$ cat src/rtl/periodic_sample_scheduler_pkg.sv
// Shared constants for the periodic sample scheduler: record layout and phase width.
// A record is {timestamp, group}, with the group in the low bits.
package sample_sched_defs;

    localparam int PH_W = 16;

    function automatic int rec_w(input int ts_w, input int num_sig);
        return ts_w + num_sig;
    endfunction

    function automatic int grp_lsb();
        return 0;
    endfunction

    function automatic int ts_lsb(input int num_sig);
        return num_sig;
    endfunction

endpackage

$ cat src/rtl/sample_fifo.sv
// First-word-fall-through record FIFO; the head entry is visible combinationally.
// A push into a full FIFO is only taken when a pop frees a slot on the same edge.
module sample_fifo #(
    parameter int DEPTH = 4,
    parameter int W     = 35
) (
    input  logic                       clk,
    input  logic                       rst,
    input  logic                       push,
    input  logic                       pop,
    input  logic [W-1:0]               wr_data,
    output logic [W-1:0]               rd_data,
    output logic                       full,
    output logic                       empty,
    output logic [$clog2(DEPTH):0]     count
);

    localparam int AW = $clog2(DEPTH);
    localparam logic [AW:0] DEPTH_C = (AW+1)'(DEPTH);

    logic [W-1:0]  mem_reg [DEPTH];
    logic [AW-1:0] wr_ptr_reg;
    logic [AW-1:0] rd_ptr_reg;
    logic [AW:0]   count_reg;
    logic [AW:0]   count_next;
    logic          push_en;
    logic          pop_en;

    assign full    = (count_reg == DEPTH_C);
    assign empty   = (count_reg == '0);
    assign count   = count_reg;
    assign pop_en  = pop && !empty;
    assign push_en = push && (!full || pop_en);

    // Entries are cleared on reset so nothing unknown can ever reach the head.
    generate
        for (genvar gi = 0; gi < DEPTH; gi++) begin : g_entry
            always_ff @(posedge clk) begin
                if (rst) begin
                    mem_reg[gi] <= '0;
                end else if (push_en && (wr_ptr_reg == AW'(gi))) begin
                    mem_reg[gi] <= wr_data;
                end
            end
        end
    endgenerate

    always_comb begin
        count_next = count_reg;
        case ({push_en, pop_en})
            2'b10:   count_next = count_reg + 1'b1;
            2'b01:   count_next = count_reg - 1'b1;
            default: count_next = count_reg;
        endcase
    end

    always_ff @(posedge clk) begin
        if (rst) begin
            wr_ptr_reg <= '0;
            rd_ptr_reg <= '0;
            count_reg  <= '0;
        end else begin
            if (push_en) wr_ptr_reg <= wr_ptr_reg + 1'b1;
            if (pop_en)  rd_ptr_reg <= rd_ptr_reg + 1'b1;
            count_reg <= count_next;
        end
    end

    assign rd_data = empty ? '0 : mem_reg[rd_ptr_reg];

endmodule

$ cat src/rtl/periodic_sample_scheduler.sv
// Samples a signal group every PERIOD enabled cycles with a free-running timestamp,
// buffers the records and drains them over valid/ready; lost records are counted.
module periodic_sample_scheduler
    import sample_sched_defs::*;
#(
    parameter int NUM_SIG = 3,
    parameter int PERIOD  = 15,
    parameter int TS_W    = 32,
    parameter int DEPTH   = 4,
    parameter int DROP_W  = 8
) (
    input  logic               clk,
    input  logic               rst,
    input  logic               en,
    input  logic [NUM_SIG-1:0] sig,
    output logic               rec_valid,
    input  logic               rec_ready,
    output logic [TS_W-1:0]    rec_ts,
    output logic [NUM_SIG-1:0] rec_group,
    output logic [DROP_W-1:0]  drop_cnt,
    output logic               busy
);

    localparam int REC_W  = rec_w(TS_W, NUM_SIG);
    localparam int TS_LSB = ts_lsb(NUM_SIG);
    localparam int GR_LSB = grp_lsb();
    localparam logic [PH_W-1:0] PH_LAST = PH_W'(PERIOD - 1);

    logic [TS_W-1:0]        time_cnt_reg;
    logic [PH_W-1:0]        phase_reg;
    logic [DROP_W-1:0]      drop_cnt_reg;
    logic                   tick;
    logic                   push;
    logic                   pop;
    logic                   drop;
    logic                   fifo_full;
    logic                   fifo_empty;
    logic [$clog2(DEPTH):0] fifo_count;
    logic [REC_W-1:0]       wr_rec;
    logic [REC_W-1:0]       head_rec;

    assign tick   = en && (phase_reg == PH_LAST);
    assign pop    = rec_ready && !fifo_empty;
    assign push   = tick && (!fifo_full || pop);
    assign drop   = tick && fifo_full && !pop;
    assign wr_rec = {time_cnt_reg, sig};

    always_ff @(posedge clk) begin
        if (rst) begin
            time_cnt_reg <= '0;
            phase_reg    <= '0;
            drop_cnt_reg <= '0;
        end else begin
            time_cnt_reg <= time_cnt_reg + 1'b1;
            // Dropping en abandons the partial period; re-enabling starts a full one.
            if (!en || tick) begin
                phase_reg <= '0;
            end else begin
                phase_reg <= phase_reg + 1'b1;
            end
            if (drop && (drop_cnt_reg != {DROP_W{1'b1}})) begin
                drop_cnt_reg <= drop_cnt_reg + 1'b1;
            end
        end
    end

    sample_fifo #(
        .DEPTH (DEPTH),
        .W     (REC_W)
    ) u_fifo (
        .clk     (clk),
        .rst     (rst),
        .push    (push),
        .pop     (pop),
        .wr_data (wr_rec),
        .rd_data (head_rec),
        .full    (fifo_full),
        .empty   (fifo_empty),
        .count   (fifo_count)
    );

    assign rec_valid = (fifo_count != '0);
    assign rec_ts    = head_rec[TS_LSB +: TS_W];
    assign rec_group = head_rec[GR_LSB +: NUM_SIG];
    assign drop_cnt  = drop_cnt_reg;
    assign busy      = en || rec_valid;

endmodule

$ cat config.mk
export PLATFORM = sky130hd
export DESIGN_NAME = periodic_sample_scheduler
export DESIGN_NICKNAME = d
export VERILOG_FILES = /design/src/rtl/periodic_sample_scheduler_pkg.sv /design/src/rtl/sample_fifo.sv /design/src/rtl/periodic_sample_scheduler.sv
export SDC_FILE = /design/constraint.sdc
export NUM_CORES = 1
export LEC_CHECK = 0
export CAP_MARGIN = 10
export CORE_ASPECT_RATIO = 2
export CORE_MARGIN = 2
export CORE_UTILIZATION = 60
export CTS_BUF_LIST = sky130_fd_sc_hd__clkbuf_16
export CTS_CLUSTER_SIZE = 8
export DETAILED_ROUTE_END_ITERATION = 8
export HOLD_SLACK_MARGIN = 0.12
export PLACE_DENSITY = 0.76
export REMOVE_ABC_BUFFERS = 1
export SLEW_MARGIN = 5
export SYNTH_ARGS = -nofsm -noshare
export SYNTH_HDL_FRONTEND = slang
export SYNTH_SLANG_ARGS = --single-unit
$ cat constraint.sdc
create_clock -name clk -period 4.1 [get_ports clk]
set_clock_uncertainty 0.2 [all_clocks]
set_input_delay 1.23 -clock clk [delete_from_list [all_inputs] [get_ports clk]]
set_output_delay 1.23 -clock clk [all_outputs]
set_load 0.05 [all_outputs]
==> flow_metrics.env, run 1 <==
export IMPL_status="finished, final reports clean"
export IMPL_wl_per_cell_microns=18.70
export IMPL_crit_required_ns=2.67
export IMPL_grt_max_degree=59
export IMPL_maxSlewHeadroom=0.5189
export IMPL_ys_seq_area_frac=0.5799
export IMPL_syn_area_per_cell_sq_um=12.54
export IMPL_fmax_mhz=265.9
export IMPL_leakagePower_nw=4.057
export IMPL_cts_tree="yes"
export IMPL_cp_arrival_ns=2.33
export IMPL_tightest_slew_ns=0.7217
export IMPL_async_reset_ff_frac=0
export IMPL_drive_gt1_frac=0.1780
export IMPL_cts_buffer_depth=3
export IMPL_clockRootBuffer="clkbuf_16"
export IMPL_whs_path_depth=1
export IMPL_slew_violations=0
export IMPL_endpoint_kind="output pin"
export IMPL_critPathKind="flip-flop to output pin"
export IMPL_nNetsFinal=823
export IMPL_holdPathEnd="phase_reg[0]$_SDFF_PP0_"
export IMPL_rsz0062_at_grt="no"
export IMPL_synth_edf_count=140
export IMPL_synth_seq_cells=205
export IMPL_worstHoldStart="phase_reg[0]$_SDFF_PP0_"
export IMPL_synthCells=757
export IMPL_place_inst=976
export IMPL_dieHeight_microns=181.9
export IMPL_finalHoldViolations=0
export IMPL_diodes=0
export IMPL_rr_worst_depth=12
export IMPL_rows=65
export IMPL_post_route_min_period_ns=3.760
export IMPL_p_total_w=0.004467
export IMPL_reg2reg_from="phase_reg[0]$_SDFF_PP0_"
export IMPL_cts_buffers=29
export IMPL_final_cells=1027
export IMPL_finalCritPeriodShare=0.9171
export IMPL_worst_hold_slack_ns=0.2717
export IMPL_coreArea_sq_um=15620
export IMPL_min_path_type="flip-flop to flip-flop"
export IMPL_power_density_nw_per_um2=392.4
export IMPL_ant_nets=0
export IMPL_vias=5905
export IMPL_antenna_found_initial=0
export IMPL_drt_total_wl_microns=19210
export IMPL_port_buffers=51
export IMPL_synthDistinctLibCells=42
export IMPL_via_per_inst=5.750
export IMPL_cts_setup_buffers=0
export IMPL_dieWidth_microns=92.94
export IMPL_die_area_sq_um=16900
export IMPL_fin_setup_tns_ns=0
export IMPL_cts_resized=0
export IMPL_ir_worst_vdd_v=0.0003909
export IMPL_critical_path_peak_fanout=14
export IMPL_place_ws_ns=0.2357
export IMPL_timing_rr_end="u_fifo.count[2]$_SDFFE_PP0P_"
export IMPL_syn_cell_area_sq_um=9493
export IMPL_rrSetupSlack_ns=1.11
export IMPL_worstSetupStartpointType="flip-flop"
export IMPL_grt_use_total=0.2401
export IMPL_grt_pass1_vias=6203
export IMPL_setup_ws_ns=0.3397
export IMPL_n_fill_cell=1038
export IMPL_boundaryPins=52
export IMPL_grt_overflow_total=0
export IMPL_drc=0
export IMPL_area_delta_synth_final_pct=19.92
export IMPL_largest_reg_flops=140
export IMPL_first_pass_iters=4
export IMPL_setup_violations=0
export IMPL_cts_sinks=205
export IMPL_start_util=0.6079
export IMPL_postCtsHoldBufs=0
export IMPL_htree_levels=1
export IMPL_clk_latency_ns=0.51
export IMPL_post_dp_hpwl_microns=11360
export IMPL_synthFlopType="edfxtp_1"
export IMPL_drtIter0Drc=352
export IMPL_cap_violations=0
export IMPL_yosys_warnings=0
export IMPL_gp_congestion=0.7802
export IMPL_grt_pass1_wl_microns=31870
export IMPL_clk_pin_slew_ns=0.05
-- Yosys cell counts (2+ instances only) --
| cell | n | area share |
|---|---|---|
| o211ai_1 | 2 | 0.0016 |
| clkbuf_1 | 31 | 0.012 |
| nor4b_2 | 4 | 0.0063 |
| edfxtp_1 | 140 | 0.44 |
| nor4_1 | 7 | 0.0046 |
| and2_2 | 4 | 0.0032 |
| and3_1 | 13 | 0.0086 |
| buf_4 | 3 | 0.0024 |
| mux4_2 | 35 | 0.083 |
| nand2b_1 | 2 | 0.0013 |
| nand3_1 | 19 | 0.010 |
| o31ai_1 | 10 | 0.0079 |
| nor2b_1 | 17 | 0.011 |
| o21ai_0 | 12 | 0.0063 |
| xnor2_1 | 10 | 0.0092 |
| nor2_1 | 45 | 0.018 |
| buf_1 | 7 | 0.0028 |
| a21oi_1 | 23 | 0.012 |
| buf_2 | 8 | 0.0042 |
| inv_1 | 16 | 0.0063 |
| and2_1 | 162 | 0.11 |
| or4_1 | 12 | 0.0095 |
| and4_1 | 8 | 0.0074 |
| mux2_2 | 12 | 0.014 |
| ha_1 | 9 | 0.012 |
| nor3_1 | 9 | 0.0047 |
| or3_1 | 11 | 0.0072 |
| nand4_1 | 13 | 0.0086 |
| xor2_1 | 15 | 0.014 |
| dfxtp_1 | 65 | 0.14 |
| nor4_4 | 2 | 0.0045 |
| a21o_1 | 4 | 0.0032 |
| nand2_1 | 18 | 0.0071 |
-- cells by family (layout without fill, tap and decap cells) --
| family | Yosys count | after routing | share of synthesized area |
|---|---|---|---|
| buffers and inverters | 66 | 135 | 0.02913 |
| DFF | 205 | 205 | 0.5799 |
| and+or+nand+nor | 353 | 353 | 0.2255 |
| adders and majority gates | 10 | 10 | 0.01397 |
| muxes | 47 | 47 | 0.09727 |
| xor gates and xnor gates | 25 | 25 | 0.02307 |
| AOI/OAI and AO/OA | 51 | 51 | 0.03111 |
-- metal layers --
metal / global-route usage / share of wire / up-vias / wire length, microns
met2: 0.4310 / 0.54 / 124 / 10440
met3: 0.03029 / 0.045 / 24 / 874
li1: - / - / 2825 / -
met4: 0.06824 / 0.016 / 0 / 302
met5: 0 / 0 / - / 0
met1: 0.3025 / 0.40 / 2932 / 7595
-- critical path, stage by stage (launching register included) --
cell             delay [ns]
dfxtp_1                0.42
or3_1                  0.49
clkdlybuf4s50_1        0.91
-- per-stage QoR --
stage	instance area, sq um	utilization
global route	11380	0.7290
finish	11380	0.7290
detailed placement	10570	0.6772
CTS	11380	0.7290
floorplan	9276	-
global placement	10570	0.6772
-- worst max-delay path by stage --
stage                                 startpoint                           end  slack, ns
floorplan                              flip-flop                  rec_group[0]       0.14
global placement                       rec_ready  u_fifo.count[2]$_SDFFE_PP0P_       0.35
detailed placement                     rec_ready  u_fifo.count[2]$_SDFFE_PP0P_       0.24
CTS                 u_fifo.count[0]$_SDFFE_PP0P_                     rec_valid       0.29
global route        u_fifo.count[0]$_SDFFE_PP0P_                     rec_valid       0.21
finish              u_fifo.count[0]$_SDFFE_PP0P_                     rec_valid       0.34
-- placed cells by master (no fill, tap or decap), types with 7 or more instances in the layout --
cell type / n
xnor2_1: 10
and3_1: 13
mux2_2: 12
dfxtp_1: 64
nor4_1: 7
clkbuf_16: 29
nand4_1: 13
nor2b_1: 17
nand3_1: 19
xor2_1: 15
ha_1: 9
buf_12: 38
o21ai_0: 12
nor2_1: 45
o31ai_1: 10
or3_1: 11
or4_1: 12
and2_1: 162
clkdlybuf4s50_1: 14
and4_1: 8
nand2_1: 18
edfxtp_1: 140
nor3_1: 9
buf_4: 15
inv_1: 37
a21oi_1: 23
mux4_2: 35
-- area by class of cell --
cell class,instances,area [sq um],area share
Sequential cell,205,5507,0.4837
Tap cell,201,251.5,0.02209
Timing Repair Buffer,68,1018,0.08947
Multi-Input combinational cell,486,3737,0.3283
Clock inverter,22,83.83,0.007364
Clock buffer,29,725.7,0.06375
Inverter,16,60.06,0.005276
-- report_power, final --
part           switching (W)  internal, W  total [W]
clock network       0.000812      0.00125    0.00206
registers          0.0000227      0.00228    0.00230
logic              0.0000653    0.0000385   0.000104
No activity file was read; power rests on OpenSTA's default activity.
==> run 2: changes to the inputs <==
--- a/config.mk
+++ b/config.mk
@@ -5,6 +5,7 @@
 export SDC_FILE = /design/constraint.sdc
 export NUM_CORES = 1
 export LEC_CHECK = 0
+export ABC_CLOCK_PERIOD_IN_PS = 4100
 export CAP_MARGIN = 10
 export CORE_ASPECT_RATIO = 2
 export CORE_MARGIN = 2
==> results of run 2 <==
No change in the layout: final DEF, timing and power equal those of run 1.
==> run 3: changes to the inputs <==
--- a/config.mk
+++ b/config.mk
@@ -9,14 +9,14 @@
 export CAP_MARGIN = 10
 export CORE_ASPECT_RATIO = 2
 export CORE_MARGIN = 2
-export CORE_UTILIZATION = 60
+export CORE_UTILIZATION = 64
 export CTS_BUF_LIST = sky130_fd_sc_hd__clkbuf_16
 export CTS_CLUSTER_SIZE = 8
 export DETAILED_ROUTE_END_ITERATION = 8
+export DONT_BUFFER_PORTS = 1
 export HOLD_SLACK_MARGIN = 0.12
 export PLACE_DENSITY = 0.76
 export REMOVE_ABC_BUFFERS = 1
-export SLEW_MARGIN = 5
 export SYNTH_ARGS = -nofsm -noshare
 export SYNTH_HDL_FRONTEND = slang
 export SYNTH_SLANG_ARGS = --single-unit
==> flow_metrics.env, run 3 (synthesis gave the netlist of run 1 again) <==
export IMPL_status="finished, final reports clean"
export IMPL_vias=5721
export IMPL_cts_sinks=205
export IMPL_rows=63
export IMPL_nNetsFinal=773
export IMPL_wl_per_cell_microns=18.85
export IMPL_cts_tree="yes"
export IMPL_path_cells="or3_2, or2_2"
export IMPL_multi_input_area_sq_um=3739
export IMPL_n_fill_cell=1049
export IMPL_ir_worst_vdd_v=0.0004922
export IMPL_slew_violations=0
export IMPL_via_per_inst=5.880
export IMPL_grt_pass1_wl_microns=30050
export IMPL_htree_levels=1
export IMPL_port_buffers=0
export IMPL_fin_setup_tns_ns=0
export IMPL_clk_latency_ns=0.52
export IMPL_drc=0
export IMPL_min_path_type="flip-flop to flip-flop"
export IMPL_dieHeight_microns=176.2
export IMPL_grt_use_total=0.2366
export IMPL_finalHoldViolations=0
export IMPL_ant_nets=0
export IMPL_seqCellArea_sq_um=5507
export IMPL_area_delta_synth_final_pct=10.89
export IMPL_cp_num_buf_inv=0
export IMPL_clkPwrFrac=0.465
export IMPL_cp_top_family="simple AND/OR/NAND/NOR gates"
export IMPL_clockRootBuffer="clkbuf_16"
export IMPL_grt_pass1_vias=5858
export IMPL_rsz0062_at_grt="no"
export IMPL_cap_violations=0
export IMPL_final_common_cell="and2_1"
export IMPL_internal_power_w=0.003564
export IMPL_drt_total_wl_microns=18340
export IMPL_setup_ws_ns=0.3465
export IMPL_critical_path_peak_fanout=39
export IMPL_grt_max_degree=74
export IMPL_finalCritPeriodShare=0.9155
export IMPL_cts_resized=0
export IMPL_first_pass_iters=4
export IMPL_leakagePower_nw=3.724
export IMPL_die_area_sq_um=15880
export IMPL_post_dp_hpwl_microns=11120
export IMPL_clk_pin_slew_ns=0.06
export IMPL_grt_overflow_total=0
export IMPL_diodes=0
export IMPL_boundaryPins=52
export IMPL_cp_arrival_ns=2.32
export IMPL_mostFrequentLayoutCells="162 x and2_1, 140 x edfxtp_1, 64 x dfxtp_1"
export IMPL_switchingPower_w=0.0008807
export IMPL_start_util=0.6475
export IMPL_tightest_slew_ns=0.8488
export IMPL_dieWidth_microns=90.12
export IMPL_cts_buffers=29
export IMPL_worst_hold_slack_ns=0.2702
export IMPL_slowest_stage="or3_2"
export IMPL_cts_buffer_depth=3
export IMPL_post_route_min_period_ns=3.754
export IMPL_pwr_share_seq=0.517
export IMPL_swShare=0.1981
export IMPL_power_density_nw_per_um2=422.2
export IMPL_critPathKind="flip-flop to output pin"
export IMPL_drtIter0Drc=302
export IMPL_coreArea_sq_um=14660
export IMPL_endpoint_kind="output pin"
export IMPL_worstSetupStartpointType="flip-flop"
export IMPL_crit_required_ns=2.67
export IMPL_place_ws_ns=0.7474
export IMPL_pwr_share_comb=0.018
export IMPL_fmax_mhz=266.4
export IMPL_largest_reg_flops=140
export IMPL_gp_congestion=0.8069
export IMPL_cpPeakStageDelay_ns=0.88
export IMPL_antenna_found_initial=0
export IMPL_setup_violations=0
export IMPL_cts_setup_buffers=0
export IMPL_maxSlewHeadroom=0.4341
export IMPL_postCtsHoldBufs=0
export IMPL_drive_gt1_frac=0.1440
## run 3: cell types whose count changed in the layout (fill, tap and decap cells not counted), sizes merged
| cell | before | now |
|---|---|---|
| buf | 54 | 18 |
| inv | 37 | 39 |
| clkdlybuf4s50 | 14 | 0 |
## run 3: area by class of cell
class | count | area share
clock buffer | 29 | 0.06894
clock inverter | 24 | 0.008677
inverter | 16 | 0.005705
multi-input combinational | 486 | 0.3552
sequential | 205 | 0.5231
tap | 195 | 0.02318
timing repair buffer | 18 | 0.01521
## run 3: power groups by stage
stage	registers, W	logic (W)	clock network, W
floorplan	0.00233	0.0000539	0
global placement	0.00233	0.0000818	0
detailed placement	0.00234	0.0000829	0
CTS	0.00230	0.0000841	0.00209
global route	0.00230	0.0000889	0.00217
finish	0.00230	0.0000821	0.00206
## run 3: worst paths after layout
| path | from | endpoint | slack [ns] | cells past startpoint |
|---|---|---|---|---|
| worst min register to register | phase_reg[0]$_SDFF_PP0_ | phase_reg[0]$_SDFF_PP0_ | 0.27 | 1 |
| worst max register to register | u_fifo.count[0]$_SDFFE_PP0P_ | u_fifo.count[2]$_SDFFE_PP0P_ | 1.18 | 8 |
| worst min-delay path | phase_reg[0]$_SDFF_PP0_ | phase_reg[0]$_SDFF_PP0_ | 0.27 | 1 |
| worst max-delay path | u_fifo.count[0]$_SDFFE_PP0P_ | busy | 0.35 | 2 |
## run 3: layer usage
layer / GRT usage / vias to the layer above / share of wire
met5: 0 / - / 0
met2: 0.4361 / 132 / 0.55
met4: 0.07051 / 0 / 0.018
met1: 0.2898 / 2836 / 0.39
li1: - / 2727 / -
met3: 0.03073 / 26 / 0.043
## run 3: stage by stage
step	util	cells	total power, W	instance area, sq um
4_1_cts	0.7180	973	0.004472	10530
2_1_floorplan	-	707	0.002383	9276
3_3_place_gp	0.6622	920	0.002414	9709
3_5_place_dp	0.6622	920	0.002421	9709
6_report	0.7180	973	0.004445	10530
5_1_grt	0.7180	973	0.004565	10530
